<file path="src/rtl/multi_scale_aligner_fp16_if.sv">
// Stream bundle for multi_scale_aligner_fp16: per-scale fp16 V/W inputs with
// valid/sof, the aligned output beat with valid/ready handshake, and status flags.
// The design side uses the slave modport; the stimulus side uses master.
interface multi_scale_aligner_fp16_if #(
  parameter int SCALES     = 2,
  parameter int FIFO_DEPTH = 64
);
  localparam int LW = $clog2(FIFO_DEPTH) + 1;

  logic [SCALES-1:0][15:0]   v_i;
  logic [SCALES-1:0][15:0]   w_i;
  logic [SCALES-1:0]         valid_i;
  logic [SCALES-1:0]         sof_i;
  logic [SCALES-1:0][15:0]   v_o;
  logic [SCALES-1:0][15:0]   w_o;
  logic [15:0]               col_o;
  logic [15:0]               row_o;
  logic                      valid_o;
  logic                      ready_i;
  logic [SCALES-1:0]         overflow_o;
  logic                      desync_o;
  logic [SCALES-1:0][LW-1:0] level_max_o;

  modport slave (
    input  v_i, w_i, valid_i, sof_i, ready_i,
    output v_o, w_o, col_o, row_o, valid_o, overflow_o, desync_o, level_max_o
  );

  modport master (
    output v_i, w_i, valid_i, sof_i, ready_i,
    input  v_o, w_o, col_o, row_o, valid_o, overflow_o, desync_o, level_max_o
  );
endinterface

</file>
<file path="src/rtl/multi_scale_aligner_fp16.sv">
// Multi-scale fp16 V/W stream aligner. Each scale stream is registered once and
// buffered in a show-ahead FIFO; a SYNC/RUN controller discards beats until every
// scale presents a start-of-frame, then pops all scales in lockstep into one
// output register tagged with the pixel (col,row). Data passes bit-exact.
// Optional build macro MULTI_SCALE_ALIGNER_STATUS_EN enables per-scale FIFO
// high-water tracking on level_max_o; otherwise level_max_o is tied to zero.
module multi_scale_aligner_fp16 #(
  parameter int SCALES       = 2,
  parameter int IMAGE_WIDTH  = 640,
  parameter int IMAGE_HEIGHT = 480,
  parameter int FIFO_DEPTH   = 64
) (
  input logic                   clk_i,
  input logic                   rst_n_i,
  multi_scale_aligner_fp16_if.slave bus
);
  localparam int AW = $clog2(FIFO_DEPTH);
  localparam int LW = AW + 1;
  localparam logic [AW:0] PTR_ONE = {{AW{1'b0}}, 1'b1};
  localparam logic [15:0] COL_LAST = 16'(IMAGE_WIDTH - 1);
  localparam logic [15:0] ROW_LAST = 16'(IMAGE_HEIGHT - 1);

  typedef enum logic {SYNC, RUN} state_t;

  state_t state_q, state_d;

  logic [SCALES-1:0]       in_valid_q;
  logic [SCALES-1:0]       in_sof_q;
  logic [SCALES-1:0][15:0] in_v_q;
  logic [SCALES-1:0][15:0] in_w_q;

  logic [32:0]             mem [SCALES][FIFO_DEPTH];
  logic [SCALES-1:0][AW:0] wr_ptr, rd_ptr, count;
  logic [SCALES-1:0][32:0] head;
  logic [SCALES-1:0]       empty, full, head_sof, pop, wr_en, ovf_set;

  logic [15:0]             col_cnt, row_cnt;
  logic                    load, desync_set, frame_last, all_ready, all_sof, any_sof;

  logic [SCALES-1:0][15:0] v_q, w_q;
  logic [15:0]             col_q, row_q;
  logic                    valid_q;
  logic [SCALES-1:0]       overflow_q;
  logic                    desync_q;

  // Input capture stage: one register on every per-scale input.
  always_ff @(posedge clk_i or negedge rst_n_i) begin
    if (!rst_n_i) begin
      in_valid_q <= '0;
      in_sof_q   <= '0;
      in_v_q     <= '0;
      in_w_q     <= '0;
    end else begin
      in_valid_q <= bus.valid_i;
      in_sof_q   <= bus.sof_i;
      in_v_q     <= bus.v_i;
      in_w_q     <= bus.w_i;
    end
  end

  // FIFO status, show-ahead heads and write qualification.
  // A full FIFO still accepts a write when it is popped in the same cycle.
  always_comb begin
    for (int unsigned s = 0; s < SCALES; s++) begin
      count[s]    = wr_ptr[s] - rd_ptr[s];
      empty[s]    = (count[s] == '0);
      full[s]     = count[s][AW];
      head[s]     = mem[s][rd_ptr[s][AW-1:0]];
      head_sof[s] = head[s][32];
      wr_en[s]    = in_valid_q[s] && (!full[s] || pop[s]);
      ovf_set[s]  = in_valid_q[s] && full[s] && !pop[s];
    end
  end

  // FIFO storage write port (no reset on the array itself).
  always_ff @(posedge clk_i) begin
    for (int unsigned s = 0; s < SCALES; s++) begin
      if (wr_en[s]) mem[s][wr_ptr[s][AW-1:0]] <= {in_sof_q[s], in_v_q[s], in_w_q[s]};
    end
  end

  // FIFO pointers and sticky overflow flags.
  always_ff @(posedge clk_i or negedge rst_n_i) begin
    if (!rst_n_i) begin
      wr_ptr     <= '0;
      rd_ptr     <= '0;
      overflow_q <= '0;
    end else begin
      for (int unsigned s = 0; s < SCALES; s++) begin
        if (wr_en[s])   wr_ptr[s]     <= wr_ptr[s] + PTR_ONE;
        if (pop[s])     rd_ptr[s]     <= rd_ptr[s] + PTR_ONE;
        if (ovf_set[s]) overflow_q[s] <= 1'b1;
      end
    end
  end

  // Controller next state: SYNC flushes non-sof heads, RUN pops all scales together.
  always_comb begin
    state_d    = state_q;
    pop        = '0;
    load       = 1'b0;
    desync_set = 1'b0;
    all_ready  = ~|empty;
    all_sof    = all_ready && (&head_sof);
    any_sof    = |(head_sof & ~empty);
    frame_last = (col_cnt == COL_LAST) && (row_cnt == ROW_LAST);
    case (state_q)
      SYNC: begin
        pop = ~empty & ~head_sof;
        if (all_sof) state_d = RUN;
      end
      RUN: begin
        if (((col_cnt != '0) || (row_cnt != '0)) && any_sof) begin
          desync_set = 1'b1;
          state_d    = SYNC;
        end else if (all_ready && (bus.ready_i || !valid_q)) begin
          load = 1'b1;
          pop  = '1;
          if (frame_last) state_d = SYNC;
        end
      end
      default: state_d = SYNC;
    endcase
  end

  // Controller state register.
  always_ff @(posedge clk_i or negedge rst_n_i) begin
    if (!rst_n_i) state_q <= SYNC;
    else          state_q <= state_d;
  end

  // Output register, pixel counters and sticky desync flag.
  always_ff @(posedge clk_i or negedge rst_n_i) begin
    if (!rst_n_i) begin
      v_q      <= '0;
      w_q      <= '0;
      col_q    <= '0;
      row_q    <= '0;
      valid_q  <= 1'b0;
      col_cnt  <= '0;
      row_cnt  <= '0;
      desync_q <= 1'b0;
    end else begin
      if (load) begin
        for (int unsigned s = 0; s < SCALES; s++) begin
          v_q[s] <= head[s][31:16];
          w_q[s] <= head[s][15:0];
        end
        col_q   <= col_cnt;
        row_q   <= row_cnt;
        valid_q <= 1'b1;
        if (frame_last) begin
          col_cnt <= '0;
          row_cnt <= '0;
        end else if (col_cnt == COL_LAST) begin
          col_cnt <= '0;
          row_cnt <= row_cnt + 16'd1;
        end else begin
          col_cnt <= col_cnt + 16'd1;
        end
      end else if (bus.ready_i) begin
        valid_q <= 1'b0;
      end
      if (desync_set) begin
        desync_q <= 1'b1;
        col_cnt  <= '0;
        row_cnt  <= '0;
      end
    end
  end

  assign bus.v_o        = v_q;
  assign bus.w_o        = w_q;
  assign bus.col_o      = col_q;
  assign bus.row_o      = row_q;
  assign bus.valid_o    = valid_q;
  assign bus.overflow_o = overflow_q;
  assign bus.desync_o   = desync_q;

`ifdef MULTI_SCALE_ALIGNER_STATUS_EN
  logic [SCALES-1:0][LW-1:0] level_max_q;

  // Peak FIFO occupancy per scale since reset.
  always_ff @(posedge clk_i or negedge rst_n_i) begin
    if (!rst_n_i) begin
      level_max_q <= '0;
    end else begin
      for (int unsigned s = 0; s < SCALES; s++) begin
        if (count[s] > level_max_q[s]) level_max_q[s] <= count[s];
      end
    end
  end

  assign bus.level_max_o = level_max_q;
`else
  assign bus.level_max_o = '0;
`endif
endmodule

</file>
<file path="src/flat_wrapper.sv">
// flat-port wrapper written by rule: the top's interface ports become plain ports
module multi_scale_aligner_fp16_flat 
#(
  parameter int SCALES       = 2,
  parameter int IMAGE_WIDTH  = 640,
  parameter int IMAGE_HEIGHT = 480,
  parameter int FIFO_DEPTH   = 64
)
  (clk_i, rst_n_i, bus_v_i, bus_w_i, bus_valid_i, bus_sof_i, bus_ready_i, bus_v_o, bus_w_o, bus_col_o, bus_row_o, bus_valid_o, bus_overflow_o, bus_desync_o, bus_level_max_o);
  multi_scale_aligner_fp16_if #(.SCALES(SCALES), .FIFO_DEPTH(FIFO_DEPTH)) bus_i ();
  input logic clk_i;
  input logic rst_n_i;
  input wire logic [$bits(bus_i.v_i)-1:0] bus_v_i;
  input wire logic [$bits(bus_i.w_i)-1:0] bus_w_i;
  input wire logic [$bits(bus_i.valid_i)-1:0] bus_valid_i;
  input wire logic [$bits(bus_i.sof_i)-1:0] bus_sof_i;
  input wire logic [$bits(bus_i.ready_i)-1:0] bus_ready_i;
  output wire logic [$bits(bus_i.v_o)-1:0] bus_v_o;
  output wire logic [$bits(bus_i.w_o)-1:0] bus_w_o;
  output wire logic [$bits(bus_i.col_o)-1:0] bus_col_o;
  output wire logic [$bits(bus_i.row_o)-1:0] bus_row_o;
  output wire logic [$bits(bus_i.valid_o)-1:0] bus_valid_o;
  output wire logic [$bits(bus_i.overflow_o)-1:0] bus_overflow_o;
  output wire logic [$bits(bus_i.desync_o)-1:0] bus_desync_o;
  output wire logic [$bits(bus_i.level_max_o)-1:0] bus_level_max_o;
  assign bus_i.v_i = bus_v_i;
  assign bus_i.w_i = bus_w_i;
  assign bus_i.valid_i = bus_valid_i;
  assign bus_i.sof_i = bus_sof_i;
  assign bus_i.ready_i = bus_ready_i;
  assign bus_v_o = bus_i.v_o;
  assign bus_w_o = bus_i.w_o;
  assign bus_col_o = bus_i.col_o;
  assign bus_row_o = bus_i.row_o;
  assign bus_valid_o = bus_i.valid_o;
  assign bus_overflow_o = bus_i.overflow_o;
  assign bus_desync_o = bus_i.desync_o;
  assign bus_level_max_o = bus_i.level_max_o;
  multi_scale_aligner_fp16 #(.SCALES(SCALES), .IMAGE_WIDTH(IMAGE_WIDTH), .IMAGE_HEIGHT(IMAGE_HEIGHT), .FIFO_DEPTH(FIFO_DEPTH)) u_core (.clk_i(clk_i), .rst_n_i(rst_n_i), .bus(bus_i));
endmodule
</file>
<file path="config.mk">
export PLATFORM = sky130hd
export DESIGN_NAME = multi_scale_aligner_fp16_flat
export DESIGN_NICKNAME = d
export VERILOG_FILES = /design/src/rtl/multi_scale_aligner_fp16_if.sv /design/src/rtl/multi_scale_aligner_fp16.sv /design/src/flat_wrapper.sv
export SDC_FILE = /design/constraint.sdc
export NUM_CORES = 2
export LEC_CHECK = 0
export ABC_AREA = 1
export ABC_CLOCK_PERIOD_IN_PS = 9400
export CORE_ASPECT_RATIO = 2
export CORE_MARGIN = 2
export CORE_UTILIZATION = 55
export DETAILED_ROUTE_END_ITERATION = 10
export GPL_TIMING_DRIVEN = 1
export PLACE_DENSITY = 0.7
export SLEW_MARGIN = 30
export SYNTH_ARGS = -nofsm -noshare
export SYNTH_HDL_FRONTEND = slang
export SYNTH_MEMORY_MAX_BITS = 65536
export SYNTH_SLANG_ARGS = --single-unit
</file>
<file path="constraint.sdc">
create_clock -name clk_i -period 9.4 [get_ports clk_i]
set_clock_uncertainty 0.1 [all_clocks]
set_input_delay 1.41 -clock clk_i [delete_from_list [all_inputs] [get_ports clk_i]]
set_output_delay 1.41 -clock clk_i [all_outputs]
set_load 0.005 [all_outputs]
</file>
---- Word level (Yosys, flattened, before mapping) ----
Memories as Yosys holds them, arrays and structs flattened.
Cells that the tools add are included.
word-level totals
  memory bits (writable) .................. 4,224
  output and inout bits ................... 114
  register bits ........................... 229
  input port bits ......................... 71
  logic and storage cells ................. 119
  memories kept ........................... 1
memory list
  memory      words  width  rd ports  clocked after Yosys merged registers in  write ports  line                            source
  u_core.mem  2      2,112  2         0                                        2            multi_scale_aligner_fp16.sv:32  logic [32:0] mem [SCALES][FIFO_DEPTH];
operators by class
  bitwise gates (word level) .............. 9
  $lt $le $gt $ge ......................... 6
  eq/ne operators ......................... 2
  mux-type cells .......................... 37
  reduce and logical (&&, ||, !) cells .... 33
  add/sub/neg operators ................... 8
operators with widths
  kind                                                                      number
  2112-bit 2-to-1 mux                                                       2
  33-bit binary-select mux with 6-bit select                                2
  33-bit demux with 6-bit select                                            2
  33-bit 2-to-1 mux                                                         6
  16-bit 2-to-1 mux                                                         8
  16-bit by 1-bit adder with 16-bit output (second input constant)          2
  16-bit nonzero test                                                       2
  7-bit by 1-bit adder with 7-bit output (second input constant)            4
  7-bit >= comparator (second input constant)                               4
  6-bit inverter with 7-bit output                                          4
  16-bit by 10-bit equality test with 1-bit output (second input constant)  1
  16-bit by 9-bit equality test with 1-bit output (second input constant)   1
  7-bit logical NOT                                                         2
  7-bit by 1-bit < comparator with 1-bit output (second input constant)     2
  7-bit subtractor                                                          2
  1-bit 2-to-1 mux                                                          13
  1-bit logical AND                                                         12
  1-bit logical NOT                                                         6
  2-bit bitwise AND                                                         2
  1-bit logical OR                                                          4
  2-bit 2-to-1 mux                                                          2
  2-bit inverter                                                            2
  2-bit one-hot mux with 2 select lines                                     1
  2-bit AND reduction                                                       2
  other kinds (5)                                                           7

---- Logic depth before layout (Yosys ltp) ----
  word-level depth ........................ 13
  mapped depth ............................ 25
  gate-level depth less buffers ........... 21

---- Least setup slack after synthesis ----
OpenSTA, ideal clock, no wires.
  kind .................................... register -> register
  from .................................... register u_core.rd_ptr[8] (netlist name)
  to ...................................... memory u_core.mem[0][2277] (netlist name) (enable)
  period minus slack after synthesis ...... 5.139 ns
  setup slack ............................. 4.261 ns
  cell stages (with the launch flop) ...... 23
  data arrival time ....................... 4.616 ns
  buffers on the path ..................... 6
  library setup time ...................... 0.423 ns
  required time ........................... 8.877 ns
  cell sequence ........................... dfrtp_1 -> buf_4 -> inv_4 -> buf_2 -> buf_2 -> clkbuf_1 -> clkbuf_1 -> ha_1 -> nand2_1 -> nand2_1 -> or2_0 -> a21oi_1 -> nand2_1 -> nor2_1 -> nand3_1 -> nand2_1 -> nand2_2 -> nand2_2 -> nand2_4 -> nand3_4 -> buf_6 -> nand3_4 -> nor2_1
RTL lines
  what                             line                            source
  start, declared                  multi_scale_aligner_fp16.sv:33  logic [SCALES-1:0][AW:0] wr_ptr, rd_ptr, count;
  start signal, assigned by index  multi_scale_aligner_fp16.sv:91  if (pop[s]) rd_ptr[s] <= rd_ptr[s] + PTR_ONE;
  end, declared                    multi_scale_aligner_fp16.sv:32

==> flow_summary.yaml <==
status:
  status: "complete, no violations"
job:
  maxCapViolCount: 0
synth:
  yosysWarnings: 0
  yosysTopAreaCellShare: 0.730
  synth_area_leaders: "edfxtp_1, o21ai_0, nor2_1"
  ys.flop_type: "edfxtp_1"
  async_flop_share: 0.0514
  seq_area_frac_synth: 0.763
  syn_area_um2: 174000
  avgSynthCellArea_um2: 13.3
  synth_edf_count: 4224
  synth_largest_area_cell: "edfxtp_1"
  synth_cell_types: 48
  synth-seq-cells: 4453
  synth_cells: 13000
global_routing:
  first_global_vias: 111000
  antenna_found_initial: 8
  grt_overflow: 0
  grt_pass1_wl_um: 728000
  grtUsageTotal: 0.308
  grt_max_degree: 242
clock_network:
  cts_tree: "built"
  clk_pin_slew_worst_paths_ns: 0.07
  post_cts_buffers: 0
  cts_buffer_depth: 4
  cts_buffers: 373
  post_cts_resized: 0
  root_buffer: "clkbuf_16"
  hold_buffers: 0
  h-tree-depth: 5
  clk_latency_ns: 0.95
  cts_sinks: 4453
sta:
  post-route-min-period_ns: 7.34
  max_freq_mhz: 136
  hold_viol_final: 0
  final.setup.tns_ns: 0
  setup_violations: 0
  tightestPinTransition_ns: 1.06
  worst_slew_margin_rel: 0.292
  whs_ns: 0.316
  final.period_utilization: 0.780
  rsz0062_at_grt: "no"
  finalMaxSlewViolations: 0
place:
  dp_hpwl_um: 310000
  place_congestion: 0.928
  port_buffers: 170
route:
  routed_wl_um: 505000
  dr.pass1.iters: 7
  vias: 112000
  wire_per_inst_um: 29.1
  route.detailed.drc: 0
  drtAntennaViolNets: 0
  vias_per_cell: 6.43
  dr.first_iter.drc_count: 13500
layout:
  final_cell_mix: "edfxtp_1, o21ai_0, nor2_1"
  area_growth_pct: 11.3
  layout.nets: 13000
  drive_gt1_frac: 0.0839
  num-fill-cells: 23000
  final_common_cell: "edfxtp_1"
worst_setup_path:
  critPathRequiredTime_ns: 9.90
  critPathKind: "reg2reg"
  crit_path_end_kind: "register"
  crit_arrival_ns: 7.84
  start_kind: "register"
  r2r-end: "u_core.mem[0][1434]$_DFFE_PP_"
  reg2reg_depth: 17
  worst_r2r_startpoint: "u_core.rd_ptr[8]$_DFFE_PN0P_"
  cp_max_fo: 100
  rrSetupSlack_ns: 2.06
worst_hold_path:
  worstHoldPathType: "in2async"
power:
  p_leak_nw: 61.7
  power_density_nw_per_um2: 295
  peakVddDrop_v: 0.000453
floorplan:
  core.rowCount: 291
  pin_count: 185
  die_w_um: 401
  die_area_um2: 321000
  start_util: 0.553
  chipHeight_um: 799
  core_area_um2: 314000
[cell type report]
cell class / count / area (um^2) / area share
timing repair buffer: 463 / 4730 / 0.0245
clock buffer: 447 / 9900 / 0.0512
multi-input combinational: 7477 / 37800 / 0.195
antenna: 3 / 7.51 / 0.0000388
inverter: 163 / 684 / 0.00354
clock inverter: 233 / 2520 / 0.0130
tap: 4102 / 5130 / 0.0265
sequential: 4453 / 133000 / 0.686
[logic make-up (layout without fill, tap and decap cells)]
logic type	Yosys count	count (layout)	share of synthesized area
xor gates and xnor gates	42	42	0.00212
buffers and inverters	1104	1306	0.0261
DFF	4453	4453	0.763
adders and majority gates	21	21	0.00156
other	1	17	0.0000216
AOI/OAI and AO/OA	3566	3566	0.119
and+or+nand+nor	3834	3834	0.0885
[metal layers]
metal | GRT usage | part of all wire
met1 | 0.325 | 0.32
met4 | 0.237 | 0.090
met2 | 0.555 | 0.52
met3 | 0.0419 | 0.069
met5 | 0 | 0.00010
[worst max-delay path by stage]
stage,start,endpoint,slack (ns),depth (start not counted)
final,u_core.rd_ptr[8]$_DFFE_PN0P_,u_core.mem[0][1434]$_DFFE_PP_,2.06,17
after global routing,u_core.rd_ptr[8]$_DFFE_PN0P_,u_core.mem[0][1425]$_DFFE_PP_,1.94,18
after CTS,u_core.rd_ptr[8]$_DFFE_PN0P_,u_core.mem[0][2085]$_DFFE_PP_,2.20,17
after detailed placement,u_core.rd_ptr[8]$_DFFE_PN0P_,u_core.mem[0][2095]$_DFFE_PP_,2.25,17
after global placement,u_core.rd_ptr[8]$_DFFE_PN0P_,u_core.mem[0][1305]$_DFFE_PP_,2.24,17
after floorplan,u_core.rd_ptr[8]$_DFFE_PN0P_,u_core.mem[0][2277]$_DFFE_PP_,4.26,22
[where the power goes]
part | switching [mW] | internal, mW | leakage [nW]
registers | 0.595 | 22.4 | 40.8
logic | 13.4 | 4.64 | 14.9
clock network | 7.17 | 8.84 | 6.04
total | 21.2 | 35.9 | 61.7
[synth_stat cells, types with 2 or more instances]
| library cell | number |
|---|---|
| dfrtp_1 | 229 |
| ha_1 | 20 |
| clkinv_1 | 3 |
| inv_2 | 7 |
| buf_4 | 37 |
| buf_6 | 9 |
| xor2_1 | 41 |
| inv_1 | 151 |
| o21ai_0 | 2136 |
| inv_4 | 2 |
| nand3_2 | 2 |
| o21bai_1 | 3 |
| nand2_2 | 5 |
| nand2_1 | 954 |
| o221ai_1 | 390 |
| nand4_1 | 46 |
| buf_1 | 42 |
| a21oi_1 | 173 |
| nor3b_1 | 2 |
| nor3_1 | 38 |
| o21ai_1 | 9 |
| nor2_1 | 2262 |
| edfxtp_1 | 4224 |
| o22ai_1 | 635 |
| nand3_1 | 493 |
| clkbuf_1 | 708 |
| a31oi_1 | 61 |
| nand3b_1 | 6 |
| o211ai_1 | 125 |
| buf_2 | 145 |
| nand3_4 | 7 |
| or2_2 | 6 |
| nor4_1 | 8 |
| a22o_1 | 28 |
[metrics by stage]
stage          cell area [um^2]  worst slack [ns]  std cells   util  power (mW)
6_report                 193000              2.06      17300  0.616        57.1
5_1_grt                  193000              1.94      17300  0.616        59.1
3_5_place_dp             181000              2.25      16700  0.576        41.1
2_1_floorplan            174000              4.26      13000      -        34.2
3_3_place_gp             180000              2.24      16600  0.573        40.8
4_1_cts                  193000              2.20      17300  0.615        56.9
[critical path, stage by stage, from the launching register on]
cell     delay (ns)
dfrtp_4        0.67
inv_16         0.35
ha_1           0.32
nand2_1        0.07
nand2_1        0.08
or2_0          0.21
a21oi_1        0.16
nand2_1        0.09
nor2_1         0.11
nand3_1        0.64
nand2_1        0.66
nand2_2        0.18
nand2_2        0.19
nand2_8        0.46
nand3_4        0.43
nand3_1        0.77
nor2_4         0.94
buf_4          0.41
[registers in the layout (all words and copies together) (netlist names)]
signal and flops:
u_core.bus.row_o 16, u_core.in_sof_q 2, u_core.in_w_q 32, u_core.bus.desync_o 1, u_core.bus.valid_o 1, u_core.in_valid_q 2, u_core.bus.v_o 32, u_core.mem 4224
u_core.rd_ptr 14, u_core.bus.col_o 16, u_core.row_cnt 16, u_core.state_q 1, u_core.bus.w_o 32, u_core.col_cnt 16, u_core.bus.overflow_o 2, u_core.in_v_q 32
u_core.wr_ptr 14
(Power assumes the default switching activity.)
